[src/rtl/vend_ctrl_if.sv]
// vend_ctrl_if: coin-sense inputs and vend/return outputs of the vend controller
//   master: coin mechanism side (drives N, D, Q, cancel; observes the rest)
//   slave : vend_ctrl side (drives Dispense, ReturnNickle, ReturnDime, CoinReject, busy, credit, vend_count)
interface vend_ctrl_if #(
  parameter int CREDIT_W = 8,
  parameter int CNT_W    = 16
);
  logic                N;
  logic                D;
  logic                Q;
  logic                cancel;
  logic                Dispense;
  logic                ReturnNickle;
  logic                ReturnDime;
  logic                CoinReject;
  logic                busy;
  logic [CREDIT_W-1:0] credit;
  logic [CNT_W-1:0]    vend_count;
  modport master (
    output N, D, Q, cancel,
    input  Dispense, ReturnNickle, ReturnDime, CoinReject, busy, credit, vend_count
  );
  modport slave (
    input  N, D, Q, cancel,
    output Dispense, ReturnNickle, ReturnDime, CoinReject, busy, credit, vend_count
  );
endinterface

[src/rtl/vend_ctrl.sv]
// vend_ctrl: accumulates coin credit to PRICE, pulses Dispense, then returns change one coin per cycle
//   clk : rising-edge clock
//   rst : synchronous active-low reset
//   bus : vend_ctrl_if.slave (coin sense in; dispense/return/reject pulses, busy, credit, vend_count out)
module vend_ctrl #(
  parameter int PRICE    = 25,
  parameter int CREDIT_W = 8,
  parameter int CNT_W    = 16
) (
  input logic        clk,
  input logic        rst,
  vend_ctrl_if.slave bus
);
  if ((PRICE % 5) != 0 || PRICE < 5 || PRICE > 250 || (PRICE + 20) >= (1 << CREDIT_W)) begin : g_bad_param
    $error("vend_ctrl: PRICE must be a multiple of 5 in 5..250 and CREDIT_W must hold PRICE+20");
  end
  typedef enum logic [1:0] {IDLE, VEND, CHANGE} state_t;
  localparam logic [CREDIT_W-1:0] P   = CREDIT_W'(PRICE);
  localparam logic [CREDIT_W-1:0] C5  = CREDIT_W'(5);
  localparam logic [CREDIT_W-1:0] C10 = CREDIT_W'(10);
  localparam logic [CREDIT_W-1:0] C25 = CREDIT_W'(25);
  state_t              state_q, state_d;
  logic [CREDIT_W-1:0] credit_q, credit_d, coin_val;
  logic [CNT_W-1:0]    cnt_q, cnt_d;
  logic                any_coin, take_coin;
  assign any_coin  = bus.N | bus.D | bus.Q;
  assign take_coin = state_q == IDLE && !bus.cancel;
  assign coin_val  = bus.Q ? C25 : bus.D ? C10 : bus.N ? C5 : '0;
  // when a coin is accepted only the lower-priority extras bounce; otherwise every sensed coin bounces
  assign bus.CoinReject   = take_coin ? ((bus.Q & (bus.D | bus.N)) | (bus.D & bus.N)) : any_coin;
  assign bus.Dispense     = state_q == VEND;
  assign bus.ReturnDime   = state_q == CHANGE && credit_q >= C10;
  assign bus.ReturnNickle = state_q == CHANGE && credit_q == C5;
  assign bus.busy         = state_q != IDLE;
  assign bus.credit       = credit_q;
  assign bus.vend_count   = cnt_q;
  always_comb begin
    state_d  = state_q;
    credit_d = credit_q;
    cnt_d    = cnt_q;
    case (state_q)
      IDLE: begin
        if (bus.cancel) begin
          state_d = credit_q != '0 ? CHANGE : IDLE;
        end else if (any_coin) begin
          credit_d = credit_q + coin_val;
          state_d  = credit_d >= P ? VEND : IDLE;
        end
      end
      VEND: begin
        credit_d = credit_q - P;
        cnt_d    = &cnt_q ? cnt_q : cnt_q + 1'b1;
        state_d  = credit_d != '0 ? CHANGE : IDLE;
      end
      CHANGE: begin
        // credit is a multiple of 5, so below 10 it can only be the final nickel
        credit_d = credit_q >= C10 ? credit_q - C10 : '0;
        state_d  = credit_d == '0 ? IDLE : CHANGE;
      end
      default: state_d = IDLE;
    endcase
  end
  always_ff @(posedge clk) begin
    if (!rst) begin
      state_q  <= IDLE;
      credit_q <= '0;
      cnt_q    <= '0;
    end else begin
      state_q  <= state_d;
      credit_q <= credit_d;
      cnt_q    <= cnt_d;
    end
  end
endmodule

[src/flat_wrapper.sv]
// flat-port wrapper written by rule: the top's interface ports become plain ports
module vend_ctrl_flat 
#(
  parameter int PRICE    = 25,
  parameter int CREDIT_W = 8,
  parameter int CNT_W    = 16
)
  (clk, rst, bus_N, bus_D, bus_Q, bus_cancel, bus_Dispense, bus_ReturnNickle, bus_ReturnDime, bus_CoinReject, bus_busy, bus_credit, bus_vend_count);
  vend_ctrl_if #(.CREDIT_W(CREDIT_W), .CNT_W(CNT_W)) bus_i ();
  input logic clk;
  input logic rst;
  input wire logic [$bits(bus_i.N)-1:0] bus_N;
  input wire logic [$bits(bus_i.D)-1:0] bus_D;
  input wire logic [$bits(bus_i.Q)-1:0] bus_Q;
  input wire logic [$bits(bus_i.cancel)-1:0] bus_cancel;
  output wire logic [$bits(bus_i.Dispense)-1:0] bus_Dispense;
  output wire logic [$bits(bus_i.ReturnNickle)-1:0] bus_ReturnNickle;
  output wire logic [$bits(bus_i.ReturnDime)-1:0] bus_ReturnDime;
  output wire logic [$bits(bus_i.CoinReject)-1:0] bus_CoinReject;
  output wire logic [$bits(bus_i.busy)-1:0] bus_busy;
  output wire logic [$bits(bus_i.credit)-1:0] bus_credit;
  output wire logic [$bits(bus_i.vend_count)-1:0] bus_vend_count;
  assign bus_i.N = bus_N;
  assign bus_i.D = bus_D;
  assign bus_i.Q = bus_Q;
  assign bus_i.cancel = bus_cancel;
  assign bus_Dispense = bus_i.Dispense;
  assign bus_ReturnNickle = bus_i.ReturnNickle;
  assign bus_ReturnDime = bus_i.ReturnDime;
  assign bus_CoinReject = bus_i.CoinReject;
  assign bus_busy = bus_i.busy;
  assign bus_credit = bus_i.credit;
  assign bus_vend_count = bus_i.vend_count;
  vend_ctrl #(.PRICE(PRICE), .CREDIT_W(CREDIT_W), .CNT_W(CNT_W)) u_core (.clk(clk), .rst(rst), .bus(bus_i));
endmodule
[config.mk]
export PLATFORM = sky130hd
export DESIGN_NAME = vend_ctrl_flat
export DESIGN_NICKNAME = d
export VERILOG_FILES = /design/src/rtl/vend_ctrl_if.sv /design/src/rtl/vend_ctrl.sv /design/src/flat_wrapper.sv
export SDC_FILE = /design/constraint.sdc
export NUM_CORES = 1
export LEC_CHECK = 0
export ABC_AREA = 1
export ABC_CLOCK_PERIOD_IN_PS = 4700
export CAP_MARGIN = 20
export CORE_MARGIN = 1.5
export CORE_UTILIZATION = 50
export CTS_BUF_LIST = sky130_fd_sc_hd__clkbuf_8 sky130_fd_sc_hd__clkbuf_16
export CTS_CLUSTER_SIZE = 12
export DETAILED_ROUTE_END_ITERATION = 12
export PLACE_DENSITY = 0.75
export SLEW_MARGIN = 10
export SYNTH_ARGS = -nofsm -noshare
export SYNTH_HDL_FRONTEND = slang
export SYNTH_SLANG_ARGS = --single-unit
[constraint.sdc]
create_clock -name clk -period 4.7 [get_ports clk]
set_input_delay 0.94 -clock clk [delete_from_list [all_inputs] [get_ports clk]]
set_output_delay 0.94 -clock clk [all_outputs]
set_load 0.01 [all_outputs]
# Word level (Yosys, flattened, before mapping)

Index checks and enable logic that the tools add are counted.

Bits of input ports: 6
Output and inout port bits: 29
Flip-flop bits (word level): 26

Order comparisons: 2
Bitwise gates (word level): 6
Add/subtract/negate cells: 4
Multiplexer cells: 15
Equality and inequality tests: 6
Reductions and logical operators: 13

Operators by type and width:

| cell                    | number |
|---|---|
| $mux W8                 | 5 |
| $pmux W8 S3             | 1 |
| $add A16 B1 Y16 const B | 1 |
| $reduce_and A16 Y1      | 1 |
| $reduce_bool A8 Y1      | 2 |
| $mux W2                 | 5 |
| $add A8 B8 Y8           | 1 |
| $eq A8 B3 Y1 const B    | 1 |
| $ge A8 B4 Y1 const B    | 1 |
| $ge A8 B5 Y1 const B    | 1 |
| $logic_not A8 Y1        | 1 |
| $sub A8 B4 Y8 const B   | 1 |
| $sub A8 B5 Y8 const B   | 1 |
| $pmux W2 S3             | 1 |
| $logic_and A1 B1 Y1     | 3 |
| $mux W3                 | 1 |
| $ne A3 B2 Y1 const B    | 1 |
| $or A1 B1 Y1            | 3 |
| $reduce_and A3 Y1       | 1 |
| $reduce_bool A3 Y1      | 1 |
| $and A1 B1 Y1           | 2 |
| $eq A2 B1 Y1 const B    | 1 |
| $eq A2 B2 Y1 const B    | 1 |
| $logic_not A2 Y1        | 1 |
| 7 further kinds         | 8 |

# Logic depth before layout (Yosys ltp)

Depth after elaboration: 9
Mapped depth: 16

# Worst setup path after synthesis

OpenSTA, ideal clock, no wires.

Kind: input port to flip-flop
From: in bus_D
To: reg u_core.state_q[0]
Data arrival time: 2406 ps
Path slack: 2176 ps
Library setup time: 118 ps
Stages: 15
Data required time: 4582 ps
Cells stage by stage: inv_1 nor2_1 nor2_1 ha_1 inv_1 fa_1 inv_1 nand3_1 nand2_1 xnor2_1 inv_1 a21oi_1 nand3_1 nor2_1 nor2_1

Cells in the longest elaborated chain, start to end: 8

RTL lines:

| what                  | RTL line           | RTL |
|---|---|---|
| from (decl)           | flat_wrapper.sv:13 | `input wire logic [$bits(bus_i.D)-1:0] bus_D;` |
| $mux W8 (2 in series) | vend_ctrl.sv:28    | `assign coin_val = bus.Q ? C25 : bus.D ? C10 : bus.N ? C5 : '0;` |
| $add A8 B8 Y8         | vend_ctrl.sv:46    | `credit_d = credit_q + coin_val;` |
| $ge A8 B5 Y1          | vend_ctrl.sv:47    | `state_d = credit_d >= P ? VEND : IDLE;` |
| $mux W1               | vend_ctrl.sv:47    |  |
| $mux W2               | vend_ctrl.sv:45    | `end else if (any_coin) begin` |
| $mux W2               | vend_ctrl.sv:43    | `if (bus.cancel) begin` |
| $pmux W2 S3           | vend_ctrl.sv:41    | `case (state_q)` |
| to (signal assigned)  | vend_ctrl.sv:69    | `state_q <= state_d;` |
| to (decl)             | vend_ctrl.sv:22    | `state_t state_q, state_d;` |

Parallel ways exist; a longest one is shown, timed or not. The select of a mux whose other input is x is not followed.
A chain may end at the register's enable or synchronous reset.

# Worst setup path in the final report

From: in bus_Q
To: out bus_CoinReject

Cells in the longest elaborated chain, start to end: 3

RTL lines:

| what          | RTL line           | RTL |
|---|---|---|
| from (decl)   | flat_wrapper.sv:14 | `input wire logic [$bits(bus_i.Q)-1:0] bus_Q;` |
| $and A1 B1 Y1 | vend_ctrl.sv:30    | `assign bus.CoinReject = take_coin ? ((bus.Q & (bus.D \| bus.N)) \| (bus.D & bus.N)) : any_coin;` |
| $or A1 B1 Y1  | vend_ctrl.sv:30    |  |
| $mux W1 *     | vend_ctrl.sv:30    |  |
| to (decl)     | flat_wrapper.sv:19 | `output wire logic [$bits(bus_i.CoinReject)-1:0] bus_CoinReject;` |

Every way passes the cells marked *; elsewhere a longest branch is shown, timed or not.

==> flow_summary.yaml <==
sta:
  fmax_mhz: 289.4
  finalMaxSlewViolations: 0
  rsz0062_at_grt: "false"
  setup_viol: 0
  worst_hold_slack_ns: 0.4931
  tightest_slew_ns: 0.7063
  hold_violations: 0
  setup_tns_ns: 0
  slew-limit-headroom: 0.5277
  fin_worst_skew_ns: 0.007218
  fin_crit_sh: 0.7352
  fin_crit_ns: 3.456
setup_path:
  crit_chain: "clkdlybuf4s50_1 > or2_1 > nor2_2 > inv_1 > nand2_1 > o21ai_0 > clkdlybuf4s50_1"
  start_kind: "input pin"
  worstPathRequired_ns: 3.76
  critPathArrivalTime_ns: 2.52
  cp_num_buf_inv: 3
  crit_top_cell: "clkdlybuf4s50_1"
  cpPeakStageDelay_ns: 0.49
  crit_family: "buffers and inverters"
  critPathKind: "input pin to primary output"
  crit_path_end_kind: "primary output"
  crit_fanout: 6
  slowest_stage: "clkdlybuf4s50_1"
drt:
  viasPerCell: 5.368
  drt-total-wl_um: 5232
  dr.pass1.iters: 4
  drtIter0Drc: 126
  drc_errors: 0
  vias: 2335
  ant_nets: 0
  wl_per_cell_um: 12.03
die:
  io_pins: 35
  rows: 24
  initial_core_util: 0.5136
  die_area_um2: 4850
  core_area_um2: 4324
  die_w_um: 69.65
  fp.dieH_um: 69.65
power_and_ir_drop:
  p_total_mw: 1.526
  p_per_area_nw_per_um2: 576.8
  vdd_drop_max_mv: 0.2962
  power_leakage_nw: 1.164
placed_design:
  hpwl_um: 4067
  place_inst: 431
  place.port_buffers: 34
  place_congestion: 0.9238
cts:
  clk_latency_ns: 0.28
  cts_sinks: 26
  cts_max_path_buffers: 2
  cts.clk_slew.worst_paths_ns: 0.10
  numCtsBuffers: 3
  ctsRootBufferMaster: "clkbuf_8"
  hold_buffers: 0
  cts_tree: "built"
  htreeDepth: 1
  postCtsResizedCells: 0
  cts_setup_buffers: 0
layout:
  nNetsFinal: 409
  diodes: 0
  drive_gt1_frac: 0.06266
  final_cell_mix: "72 x nand2_1, 47 x inv_1, 34 x clkdlybuf4s50_1, 30 x nor2_1, 30 x nand3_1"
  area_growth_syn_to_layout_pct: 19.10
  instances_no_fill: 435
  final_common_cell: "nand2_1"
global_route:
  antenna_found_initial: 0
  grt_pass1_wl_um: 9087
  track_usage: 0.2243
  grt-ovfl-total: 0
  grt_pass1_vias: 2026
  grt_max_degree: 22
synth:
  yosysWarnings: 0
  yosysSeqAreaShare: 0.2344
  synth_largest_area_cell: "dfxtp_1"
  synth.distinct_cells: 37
  syn_inst: 353
  synthDominantCellAreaShare: 0.2344
  syn-num-nets: 378
  mappedNetlistArea_um2: 2221
  syn_area_per_cell_um2: 6.291
  ys_ff_latch: 26
  synthTopCellsByArea: "dfxtp_1 23%, nand2_1 12%, ha_1 10%"
job:
  max_cap_violations: 0
outcome:
  outcome: "complete, no violations"
worst_hold_path:
  min_path_type: "flip-flop to flip-flop"
[metrics by stage]
step | setup slack (ns) | instance area, µm² | utilization
3_5_place_dp | 1.245 | 2574 | 0.5952
2_1_floorplan | 2.176 | 2221 | -
3_3_place_gp | 1.276 | 2574 | 0.5952
4_1_cts | 1.232 | 2645 | 0.6117
6_report | 1.244 | 2645 | 0.6117
5_1_grt | 1.124 | 2645 | 0.6117
[worst register-to-register path, delay by kind of cell (launching register included)]
kind,cells,cell delay (ns)
AO/OA/AOI/OAI,1,0.17
XOR/XNOR,1,0.11
adder cells (fa/ha/maj),1,0.50
buffers and inverters,3,0.39
flip-flops,1,0.48
AND/OR/NAND/NOR,5,0.37
[worst paths after layout]
path | startpoint | endpoint | slack (ns) | depth (start not counted)
worst max register to register | u_core.bus.credit[1] | u_core.state_q[0] | 2.58 | 11
worst max-delay path | bus_Q | bus_CoinReject | 1.24 | 7
worst min register to register | u_core.bus.vend_count[13] | u_core.bus.vend_count[13] | 0.49 | 2
worst min-delay path | u_core.bus.vend_count[13] | u_core.bus.vend_count[13] | 0.49 | 2
[cell type report]
type	instances	area, µm²
inverter	55	206.4
timing repair buffer	34	340.3
tap	52	65.06
sequential	26	520.5
clock buffer	3	41.29
multi-input combinational	264	1441
clock inverter	1	30.03
fill	446	1679
[layer usage]
layer  vias up  global-route usage  part of all wire
met5         -                   0                 0
met4         0             0.07692             0.012
met3         6             0.02616             0.045
met2        63              0.3408              0.43
met1      1043              0.3288              0.52
li1       1223                   -                 -
[state kept, by name (all words and copies together), names as in the netlist]
register and flops:
u_core.bus.credit 8, u_core.bus.vend_count 16, u_core.state_q 2
[synthesized netlist by cell type, drive strengths merged]
master	instances
or2	4
clkbuf	3
o211ai	2
buf	5
dfxtp	26
inv	53
o21ai	30
nand3b	2
a31oi	2
o21bai	1
nand2	77
nand4	7
o2111ai	1
nor3	14
xnor2	4
nor2	34
fa	1
a21oi	25
clkinv	2
o22ai	5
ha	18
nor3b	2
xor2	2
nand3	31
o221ai	1
and3	1
[cell families (layout without fill, tap and decap cells)]
group,Yosys count,in the layout,share of synthesized area
buffers and inverters,63,93,0.1166
adders and majority gates,19,19,0.1104
AOI/OAI and AO/OA,67,67,0.1617
xor gates and xnor gates,6,6,0.02366
DFF,26,26,0.2344
and+or+nand+nor,172,172,0.3532
[power breakdown]
group	switching, mW	internal, mW	total (mW)
combinational	0.579	0.385	0.964
clock	0.0781	0.114	0.192
sequential	0.104	0.265	0.369
total	0.762	0.764	1.53
Power figures use the tool's default switching activity.
